## src/rtl/restoring_divider.sv

```systemverilog
// Sequential unsigned divider: restoring shift-and-subtract, one quotient bit
// per clock, with a start/busy/done handshake.
module restoring_divider #(
  parameter int BUS_WIDTH = 8
) (
  input  logic                 i_clk,
  input  logic                 i_rst_n,
  input  logic                 i_start,
  input  logic [BUS_WIDTH-1:0] i_dividend,
  input  logic [BUS_WIDTH-1:0] i_divisor,
  output logic                 o_busy,
  output logic                 o_done,
  output logic [BUS_WIDTH-1:0] o_quotient,
  output logic [BUS_WIDTH-1:0] o_remainder,
  output logic                 o_div_by_zero
);

  localparam int CNT_W = $clog2(BUS_WIDTH);

  typedef enum logic [1:0] {IDLE, CALC, DONE} state_t;

  state_t               state_reg, state_next;
  logic [BUS_WIDTH-1:0] q_reg, d_reg;
  logic [BUS_WIDTH:0]   r_reg;
  logic [CNT_W-1:0]     cnt_reg;
  logic                 busy_reg, done_reg, dbz_reg;
  logic [BUS_WIDTH-1:0] quotient_reg, remainder_reg;

  logic [BUS_WIDTH:0]   trial, diff, r_next;
  logic [BUS_WIDTH-1:0] q_next;
  logic                 last_iter;

  // Shift the next dividend bit into the partial remainder and try subtracting.
  assign trial     = {r_reg[BUS_WIDTH-1:0], q_reg[BUS_WIDTH-1]};
  assign diff      = trial - {1'b0, d_reg};
  assign last_iter = (cnt_reg == '0);

  always_comb begin
    q_next = {q_reg[BUS_WIDTH-2:0], ~diff[BUS_WIDTH]};
    r_next = diff[BUS_WIDTH] ? trial : diff;
  end

  always_comb begin
    state_next = state_reg;
    case (state_reg)
      IDLE:    if (i_start) state_next = CALC;
      CALC:    if (last_iter) state_next = DONE;
      DONE:    state_next = IDLE;
      default: state_next = IDLE;
    endcase
  end

  always_ff @(posedge i_clk or negedge i_rst_n) begin
    if (!i_rst_n) begin
      state_reg <= IDLE;
      busy_reg  <= 1'b0;
      done_reg  <= 1'b0;
    end else begin
      state_reg <= state_next;
      busy_reg  <= (state_next != IDLE);
      done_reg  <= (state_reg == CALC) && last_iter;
    end
  end

  always_ff @(posedge i_clk or negedge i_rst_n) begin
    if (!i_rst_n) begin
      q_reg         <= '0;
      d_reg         <= '0;
      r_reg         <= '0;
      cnt_reg       <= '0;
      quotient_reg  <= '0;
      remainder_reg <= '0;
      dbz_reg       <= 1'b0;
    end else begin
      case (state_reg)
        IDLE: begin
          if (i_start) begin
            q_reg   <= i_dividend;
            d_reg   <= i_divisor;
            r_reg   <= '0;
            cnt_reg <= CNT_W'(BUS_WIDTH - 1);
          end
        end
        CALC: begin
          q_reg <= q_next;
          r_reg <= r_next;
          if (last_iter) begin
            quotient_reg  <= q_next;
            remainder_reg <= r_next[BUS_WIDTH-1:0];
            dbz_reg       <= (d_reg == '0);
          end else begin
            cnt_reg <= cnt_reg - 1'b1;
          end
        end
        default: ;
      endcase
    end
  end

  assign o_busy        = busy_reg;
  assign o_done        = done_reg;
  assign o_quotient    = quotient_reg;
  assign o_remainder   = remainder_reg;
  assign o_div_by_zero = dbz_reg;

endmodule

```

## config.mk

```make
export PLATFORM = sky130hd
export DESIGN_NAME = restoring_divider
export DESIGN_NICKNAME = d
export VERILOG_FILES = /design/src/rtl/restoring_divider.sv
export SDC_FILE = /design/constraint.sdc
export NUM_CORES = 1
export LEC_CHECK = 0
export ABC_CLOCK_PERIOD_IN_PS = 2900
export CAP_MARGIN = 20
export CORE_MARGIN = 3
export CORE_UTILIZATION = 24
export CTS_CLUSTER_DIAMETER = 50
export DETAILED_ROUTE_END_ITERATION = 8
export GPL_TIMING_DRIVEN = 0
export MAX_ROUTING_LAYER = met4
export PLACE_DENSITY = 0.45
export SYNTH_ARGS = -nofsm -noshare
export SYNTH_HDL_FRONTEND = slang
export SYNTH_SLANG_ARGS = --single-unit
export TNS_END_PERCENT = 1
```

## constraint.sdc

```tcl
create_clock -name i_clk -period 2.9 [get_ports i_clk]
set_clock_uncertainty 0.15 [all_clocks]
set_input_delay 0.435 -clock i_clk [delete_from_list [all_inputs] [get_ports i_clk]]
set_output_delay 0.435 -clock i_clk [all_outputs]
set_load 0.02 [all_outputs]
```

==> summary.md, run 1 <==
| Metric | Value |
|---|---|
| Final Total Pwr | roughly 4.3 mW |
| RSZ-0062 raised after global routing | no |
| Share of the synthesized area in the top cell type | approximately half |
| Syn_nets | ~280 |
| DP HPWL | approximately 4700 um |
| Flops & latches, synth | 48 |
| Syn Inst Count | around 250 |
| Proportion of layout cells with a drive suffix above 1 | 11.2% |
| Total GRT Usage | 11.4% |
| Cell types occupying the most area after synthesis | dfrtp_1 (48%), nand2_1 (5.3%), ha_1 (5.0%) |
| Setup CP Type | reg -> reg |
| Synth cell types | 43 |
| Fin. Hold Viols | 0 |
| Skew-Pair Late Insertion Delay | 0.30 ns |
| Yosys Warn Count | 0 |
| PnR worst setup slack | between 0.15 and 0.2 ns |
| Post-route cell area | 3160 um^2 |
| H-tree depth | 2 |
| Post-Place Setup Slack | -0.0260 ns |
| Initial antenna violation count | 0 |
| Die height | 108 um |
| Max Root-Sink Buffers | 2 |
| Fin cells | between 400 and 500 |
| Worst Hold End | o_div_by_zero |
| Worst vdd ir | roughly 400 uV |
| P&R area growth vs syn | 27.3% |
| Global-route wire length before repair | around 10000 um |
| GRT Residual Overflow | 0 |
| Port buffer count | 37 |
| # diodes | 0 |
| Initial DRC Count | 80 |
| Die Width | 108 um |
| WP data required | a little under 3 ns |
| CTS tree | built |
| Layout net count | 324 |
| Worst reg2reg endpoint | r_reg[5] |
| Fin crit period | 2.70 ns |
| DR vias/cell | 4.48 |
| Hold Path Depth | 2 |
| Number of I/O pins | 38 |
| Placer Congestion | 0.837 |
| Min Hold Slack | about 0.33 ns |
| CTS root buf | clkbuf_8 |
| Layout fillers | between 1000 and 1500 |
| Initial DRT Pass Iterations | 4 |
| Placement Rows | 36 |
| Critical Path AT | between 2 and 3 ns |
| Slew HR | just over 60% |
| Post-synth top area cell | dfrtp_1 |
| Synthesized cell area | ~2500 um^2 |
| Final setup viols | 0 |
| DRC Markers | 0 |
| Fin crit share | between 90 and 100% |
| Vias in the first global route | 1993 |
| Placed insts | about 420 |
| R2R Path Start | q_reg[7] |
| Lkg Pwr | between 1 and 1.5 nW |
| Largest net degree at the start of global routing | 36 |
| Dpl cell area | 3030 um^2 |
| Start point of the worst hold path | o_div_by_zero |
| Clock buffer count from CTS | 5 |
| Sequential share of the synthesized area | between 40% and 50% |
| Starting Density | 25.1% |
| Average wire per standard cell | 14.0 um |
| Critical Path End Type | register |
| Startpoint Class | register |
| Final Max Slew Viols | 0 |
| Clk sinks | 48 |
| Final Util | 31.9% |
| Reg2reg setup slack | around 0.2 ns |
| Setup TNS | 0 ns |
| R2R depth | 10 |
| Status | complete, no violations |
| P per Cell Area | between 1000 and 1500 nW/um^2 |
| Core area | 9910 um^2 |
| Maxcap violations | 0 |
| Post-DRT Antenna Nets | 0 |
| Routed vias | roughly 1900 |
| Highest achievable clock rate | 370 MHz |
| Routed WL | 5990 um |
| Worst-path clk slew | about 0.090 ns |
| Die Area | between 10000 and 15000 um^2 |
| Hold Path Class | reg -> reg |
| Worst Tran Pin Value | 0.563 ns |
| Syn Area/Cell | approximately 10 um^2 |
| Crit Path Max Fanout | 7 |
[power breakdown]
group	internal, mW	switching (mW)
clock network	0.165	0.221
registers	0.982	0.220
logic	1.26	1.44
[cells in the final DEF (no fill, tap or decap), types with 3 or more instances in the layout]
| master | count |
|---|---|
| dfrtp_1 | 48 |
| clkdlybuf4s50_1 | 36 |
| nand2_1 | 35 |
| o21ai_0 | 22 |
| inv_1 | 19 |
| o21ai_1 | 11 |
| clkbuf_1 | 10 |
| a21oi_1 | 10 |
| a22oi_1 | 10 |
| ha_1 | 10 |
| nor2b_1 | 9 |
| mux2_2 | 8 |
| nor2_1 | 6 |
| clkbuf_8 | 5 |
| mux2i_1 | 4 |
| xor2_1 | 3 |
| a211oi_1 | 3 |
| nand2b_1 | 3 |
| nand3_1 | 3 |
[worst max path at each step]
stage	start	end	slack (ns)	cells past startpoint
2_1_floorplan	q_reg[7]	r_reg[0]	0.29	9
6_report	q_reg[7]	r_reg[5]	0.20	10
3_3_place_gp	i_rst_n	cnt_reg[1]	-0.27	1
4_1_cts	q_reg[7]	r_reg[4]	0.09	10
5_1_grt	q_reg[7]	r_reg[5]	0.03	10
3_5_place_dp	q_reg[7]	r_reg[4]	-0.03	9
[metal layers]
metal	part of all wire [%]	GRT usage [%]
met3	3.6	2.40
met4	1.2	3.25
met5	0	-
met2	45	17.5
met1	50	15.1
[what timing repair did]
action / CTS / global route
hold buffers: 1 / 0
setup buffers: 2 / 0
endpoints found under the hold margin: 13 / 0
gates cloned: 0 / 0
endpoints found under the setup margin: 7 / 12
pin swaps: 1 / 2
resized for setup: 0 / 3
[final cells by class]
cell class	instances	area [um^2]	area share [%]
flip-flops and latches	48	1200	38.0
clock inverters	1	5.00	0.158
well taps	133	166	5.27
clock buffers	6	72.6	2.30
multi-input cells	169	1180	37.4
inverters	19	71.3	2.26
repair buffers	41	423	13.4
plain buffers	10	38.8	1.23
[synth_stat cells, drive strengths merged]
cell,n
a311o,1
nor3b,1
nor2b,9
nor3,1
fa,1
o22ai,2
and3b,2
o31ai,1
mux2i,6
nor4,2
or2,1
nand4b,1
mux2,10
a211oi,4
o21ai,33
buf,1
ha,10
nand3,3
nand2b,3
clkbuf,9
a21o,1
o211ai,3
nand3b,1
a2111oi,2
o211a,1
dfrtp,48
a2bb2oi,1
inv,19
a22oi,10
xor2,3
nor2,6
or3b,1
a21oi,12
nand2,35
a311oi,1
xnor2,1
[critical path: stages (launching register included)]
cell and delay [ns]:
dfrtp_1 0.37, inv_1 0.10, ha_1 0.17, inv_1 0.05, fa_2 0.37, a211oi_4 0.33
o211ai_2 0.16, a311oi_4 0.32, buf_12 0.17, mux2_4 0.31, o21ai_1 0.13
[kinds of logic (layout without fill, tap and decap cells)]
| kind of cell | count (synthesis) | count (layout) | synth area share (%) |
|---|---|---|---|
| AOI/OAI and AO/OA | 72 | 72 | 19.9 |
| xor gates and xnor gates | 4 | 4 | 1.41 |
| adders and majority gates | 11 | 11 | 5.85 |
| buffers and inverters | 29 | 77 | 4.44 |
| DFF | 48 | 48 | 48.4 |
| muxes | 16 | 16 | 7.26 |
| and+or+nand+nor | 66 | 66 | 12.8 |
No activity file was read; power rests on OpenSTA's default activity.
==> run 2, diff against run 1 <==
--- a/config.mk
+++ b/config.mk
@@ -11,9 +11,10 @@
 export CORE_UTILIZATION = 24
 export CTS_CLUSTER_DIAMETER = 50
 export DETAILED_ROUTE_END_ITERATION = 8
-export GPL_TIMING_DRIVEN = 0
+export GPL_TIMING_DRIVEN = 1
 export MAX_ROUTING_LAYER = met4
 export PLACE_DENSITY = 0.45
+export SETUP_SLACK_MARGIN = 0.1
 export SYNTH_ARGS = -nofsm -noshare
 export SYNTH_HDL_FRONTEND = slang
 export SYNTH_SLANG_ARGS = --single-unit
==> summary.md, run 2 (synthesized netlist as in run 1, its figures left out) <==
| Metric | Value |
|---|---|
| Average wire per standard cell | approximately 15 um |
| Placement Rows | 36 |
| Skew-Pair Late Insertion Delay | between 0.3 and 0.4 ns |
| Metal2 WL | between 2000 and 3000 um |
| RSZ-0062 raised after global routing | no |
| # diodes | 0 |
| DP HPWL | 4680 um |
| Die Width | 108 um |
| Fin crit period | 2.61 ns |
| Critical Path AT | roughly 2.7 ns |
| Max Root-Sink Buffers | 2 |
| Maxcap violations | 0 |
| Routed vias | roughly 1900 |
| Die height | around 110 um |
| Fin cells | ~430 |
| Final Total Pwr | 4.30 mW |
| Final Max Slew Viols | 0 |
| Placer Congestion | around 0.84 |
| CTS root buf | clkbuf_8 |
| Slew HR | 61.3% |
| Initial antenna violation count | 0 |
| Most frequent CP cell | inv_1 |
| Fin crit share | 90.1% |
| CP max stage cell | dfrtp_1 |
| Starting Density | ~25% |
| Setup TNS | 0 ns |
| Number of I/O pins | 38 |
| Routed WL | between 6000 and 7000 um |
| Worst Tran Pin Value | ~0.58 ns |
| Layout net count | approximately 320 |
| Layout fillers | 1054 |
| Hold Path Class | reg -> reg |
| Critical Path End Type | register |
| Total GRT Usage | between 10% and 20% |
| Port buffer count | 37 |
| Clk sinks | 48 |
| Initial DRT Pass Iterations | 4 |
| WP data required | roughly 3.0 ns |
| Proportion of layout cells with a drive suffix above 1 | between 10% and 20% |
| P&R area growth vs syn | 27.5% |
| Vias in the first global route | around 2000 |
| Highest achievable clock rate | between 300 and 400 MHz |
| Slowest cell delay on critical path | around 0.38 ns |
| CTS tree | built |
| Met1 wire length | between 3000 and 4000 um |
| Final setup viols | 0 |
| Reg2reg setup slack | between 0.2 and 0.3 ns |
| Largest net degree at the start of global routing | 23 |
| Commonest non-fill, non-tap cells in the layout | dfrtp_1 (48), clkdlybuf4s50_1 (36), nand2_1 (35) |
| Crit Path Max Fanout | 8 |
| Status | complete, no violations |
| Critical-path cell list | inv_1 -> ha_1 -> inv_1 -> fa_2 -> a211oi_4 -> o211ai_2 -> a311oi_4 -> buf_6 -> mux2_4 -> o21ai_1 |
| Setup CP Type | reg -> reg |
| Die Area | between 10000 and 15000 um^2 |
| Uppermost layer routed | met4 |
| Global-route wire length before repair | approximately 11000 um |
| DRC Markers | 0 |
| R2R Path Start | q_reg[7] |
| Post-DRT Antenna Nets | 0 |
| Core area | just under 10000 um^2 |
| WL met3 | 259 um |
| Clock buffer count from CTS | 5 |
| Startpoint Class | register |
| Most common cell after layout, fill and taps aside | dfrtp_1 |
| P per Cell Area | 1360 nW/um^2 |
| Placed insts | around 410 |
| Initial DRC Count | 108 |
| Fin. Hold Viols | 0 |
| Worst vdd ir | around 370 uV |
| H-tree depth | 2 |
| Worst-path clk slew | approximately 0.1 ns |
| Lkg Pwr | around 1.4 nW |
| GRT Residual Overflow | 0 |
| DR vias/cell | around 4.4 |
| Crit path capture | r_reg[0] |
| Worst reg2reg endpoint | r_reg[0] |
| R2R depth | 10 |
| Crit path launch | q_reg[7] |
[run 2: cell types whose count changed in the layout (fill, tap and decap cells not counted), sizes merged]
cell / before / now
clkbuf: 15 / 5
buf: 5 / 11
clkinv: 1 / 2
inv: 19 / 20
[run 2: through the flow]
step	utilization, %	setup slack (ns)	area [um^2]	hold WS, ns
2_1_floorplan	-	0.289	2480	-0.0106
3_3_place_gp	30.6	0.218	3040	0.216
3_5_place_dp	30.6	0.167	3040	0.211
4_1_cts	31.7	0.149	3140	0.346
5_1_grt	31.9	0.134	3170	0.362
6_report	31.9	0.288	3170	0.341
[run 2: worst min-delay path by stage]
| stage | from | depth (start not counted) | end |
|---|---|---|---|
| final | o_div_by_zero | 2 | o_div_by_zero |
| after global routing | o_remainder[5] | 2 | o_remainder[5] |
| after CTS | o_div_by_zero | 2 | o_div_by_zero |
| after detailed placement | i_rst_n | 1 | o_done |
| after global placement | i_rst_n | 1 | o_done |
| after floorplan | i_rst_n | 0 | cnt_reg[0] |
[run 2: layout make-up]
type                       count  area [um^2]  area share, %
clock buffer                   5         68.8           2.17
tap                          133          166           5.26
inverter                      19         71.3           2.25
clock inverter                 3         22.5          0.711
timing repair buffer          48          454           14.3
multi-input combinational    169         1180           37.3
sequential                    48         1200           37.9
[run 2: per-layer routing]
metal / track usage (%) / up-vias
li1: - / 951
met1: 16.4 / 889
met2: 17.8 / 39
met3: 2.46 / 7
met4: 2.71 / 0
met5: - / -
[run 2: power breakdown]
| part | total (mW) | internal (mW) | switching [mW] |
|---|---|---|---|
| Clock | 0.417 | 0.173 | 0.244 |
| Sequential | 1.23 | 0.981 | 0.251 |
| Combinational | 2.65 | 1.24 | 1.41 |
| Total | 4.30 | 2.39 | 1.91 |
[run 2: what timing repair did]
action	CTS	global route
endpoints found under the setup margin	0	13
hold buffers	1	0
hold endpoints to repair	13	0
buffers inserted	0	2
gates resized for setup	0	4
[run 2: critical path, delay by kind of cell, from the launching register on]
kind,cells,cell delay [ns]
fa+ha+maj,2,0.54
mux,1,0.31
compound gates,4,0.83
flops,1,0.38
buf+inv,3,0.34
==> run 3, diff against run 2 <==
--- a/config.mk
+++ b/config.mk
@@ -7,14 +7,13 @@
 export LEC_CHECK = 0
 export ABC_CLOCK_PERIOD_IN_PS = 2900
 export CAP_MARGIN = 20
-export CORE_MARGIN = 3
 export CORE_UTILIZATION = 24
 export CTS_CLUSTER_DIAMETER = 50
 export DETAILED_ROUTE_END_ITERATION = 8
 export GPL_TIMING_DRIVEN = 1
 export MAX_ROUTING_LAYER = met4
 export PLACE_DENSITY = 0.45
-export SETUP_SLACK_MARGIN = 0.1
+export SETUP_SLACK_MARGIN = 0.05
 export SYNTH_ARGS = -nofsm -noshare
 export SYNTH_HDL_FRONTEND = slang
 export SYNTH_SLANG_ARGS = --single-unit
==> constraint.sdc (replaced) <==
create_clock -name i_clk -period 2.9 [get_ports i_clk]
set_clock_uncertainty 0.15 [all_clocks]
set_input_delay 0.435 -clock i_clk [delete_from_list [all_inputs] [get_ports i_clk]]
set_output_delay 0.435 -clock i_clk [all_outputs]
set_load 0.01 [all_outputs]
==> summary.md, run 3 (synthesized netlist as in run 1, its figures left out) <==
| Metric | Value |
|---|---|
| # diodes | 0 |
| Hold Path Class | in -> async |
| Clk sinks | between 40 and 50 |
| Vias in the first global route | between 1500 and 2000 |
| Post-DRT Antenna Nets | 0 |
| Port buffer count | 37 |
| Startpoint Class | register |
| Maxcap violations | 0 |
| Die Width | a little over 100 um |
| H-tree depth | 2 |
| WP data required | 2.98 ns |
| Initial antenna violation count | 0 |
| Global-route wire length before repair | 10100 um |
| Crit Path Max Fanout | 8 |
| Layout fillers | 1049 |
| Fin crit period | between 2 and 3 ns |
| Die height | a little over 100 um |
| DP HPWL | roughly 4500 um |
| Max Root-Sink Buffers | 2 |
| Total GRT Usage | between 10 and 15% |
| Status | complete, no violations |
| Worst-path clk slew | roughly 0.09 ns |
| Worst Tran Pin Value | ~0.66 ns |
| Routed vias | 1889 |
| Routed WL | approximately 6000 um |
| Critical Path End Type | register |
| Layout net count | between 300 and 400 |
| Placement Rows | 36 |
| Critical Path AT | 2.77 ns |
| DR vias/cell | ~4.5 |
| Slew HR | ~56% |
| Placer Congestion | 0.744 |
| Min Hold Slack | about 0.0049 ns |
| Setup CP Type | reg -> reg |
| Largest net degree at the start of global routing | 31 |
| Final setup viols | 0 |
| GRT Residual Overflow | 0 |
| Starting Density | 25.1% |
| Fin crit share | between 90% and 100% |
| Clock buffer count from CTS | 5 |
| Fin. Hold Viols | 0 |
| Number of I/O pins | 38 |
| Initial DRC Count | 44 |
| Core area | slightly below 10000 um^2 |
| Skew-Pair Late Insertion Delay | about 0.30 ns |
| Post_cts resized | 0 |
| DRC Markers | 0 |
| P&R area growth vs syn | 27.5% |
| Hold-fix buffers, CTS | 0 |
| Setup TNS | 0 ns |
| Lkg Pwr | between 1 and 1.5 nW |
| Final Max Slew Viols | 0 |
| Initial DRT Pass Iterations | 4 |
| Average wire per standard cell | around 14 um |
| Worst vdd ir | roughly 350 uV |
| Commonest non-fill, non-tap cells in the layout | dfrtp_1 (48), clkdlybuf4s50_1 (36), nand2_1 (35) |
| Die Area | approximately 11000 um^2 |
| RSZ-0062 raised after global routing | no |
| Most common cell after layout, fill and taps aside | dfrtp_1 |
| Highest achievable clock rate | 372 MHz |
| P per Cell Area | ~1300 nW/um^2 |
| CTS root buf | clkbuf_8 |
| Proportion of layout cells with a drive suffix above 1 | about 13% |
| CTS tree | built |
-- run 3: per-layer routing --
layer	part of all wire, %	vias to the layer above	global-route usage [%]
li1	-	942	-
met2	47	36	19.6
met1	48	903	15.3
met3	3.6	8	2.96
met4	1.5	0	4.18
met5	0	-	-
-- run 3: where the power goes --
part	switching (mW)	leakage [nW]	internal [mW]	total [mW]
sequential	0.244	0.596	0.981	1.23
combinational	1.31	0.731	1.16	2.47
clock	0.226	0.0614	0.282	0.508
-- run 3: per-stage QoR --
| step | setup slack [ns] | power (mW) | cells | utilization, % | area, um^2 |
|---|---|---|---|---|---|
| 2_1_floorplan | 0.289 | 2.94 | 246 | - | 2480 |
| 3_3_place_gp | 0.253 | 3.69 | 414 | 30.6 | 3040 |
| 3_5_place_dp | 0.200 | 3.72 | 414 | 30.6 | 3040 |
| 4_1_cts | 0.180 | 4.25 | 422 | 31.9 | 3160 |
| 5_1_grt | 0.0456 | 4.59 | 423 | 31.9 | 3160 |
| 6_report | 0.210 | 4.20 | 423 | 31.9 | 3160 |
-- run 3: path summary, 6_finish.rpt --
kind,from,endpoint,slack [ns],depth (start not counted)
max,q_reg[7],r_reg[0],0.21,10
min,i_rst_n,o_remainder[1],0.005,1
max reg2reg,q_reg[7],r_reg[0],0.21,10
min reg2reg,o_div_by_zero,o_div_by_zero,0.34,2
max in group asynchronous,i_rst_n,state_reg[1],1.98,2
min in group i_clk,o_div_by_zero,o_div_by_zero,0.34,2
-- run 3: critical path, cell delays in order, from the launching register on --
cell and delay, ns:
dfrtp_1 0.37, inv_1 0.09, ha_1 0.16, inv_1 0.05
fa_1 0.43, a211oi_4 0.29, o211ai_2 0.15, a311oi_4 0.27
buf_4 0.23, mux2_4 0.32, o21ai_1 0.11
-- run 3: layout make-up --
type	instances	area [um^2]	share of cell area (%)
sequential	48	1200	38.0
multi-input combinational	169	1170	37.0
timing repair buffer	46	433	13.7
tap	133	166	5.26
clock buffer	6	82.6	2.61
inverter	19	71.3	2.25
clock inverter	2	38.8	1.23
-- run 3: repair_timing --
item                                    CTS  global route
endpoints found under the setup margin    0             3
buffers inserted                          0             1
endpoints found under the hold margin     0             0
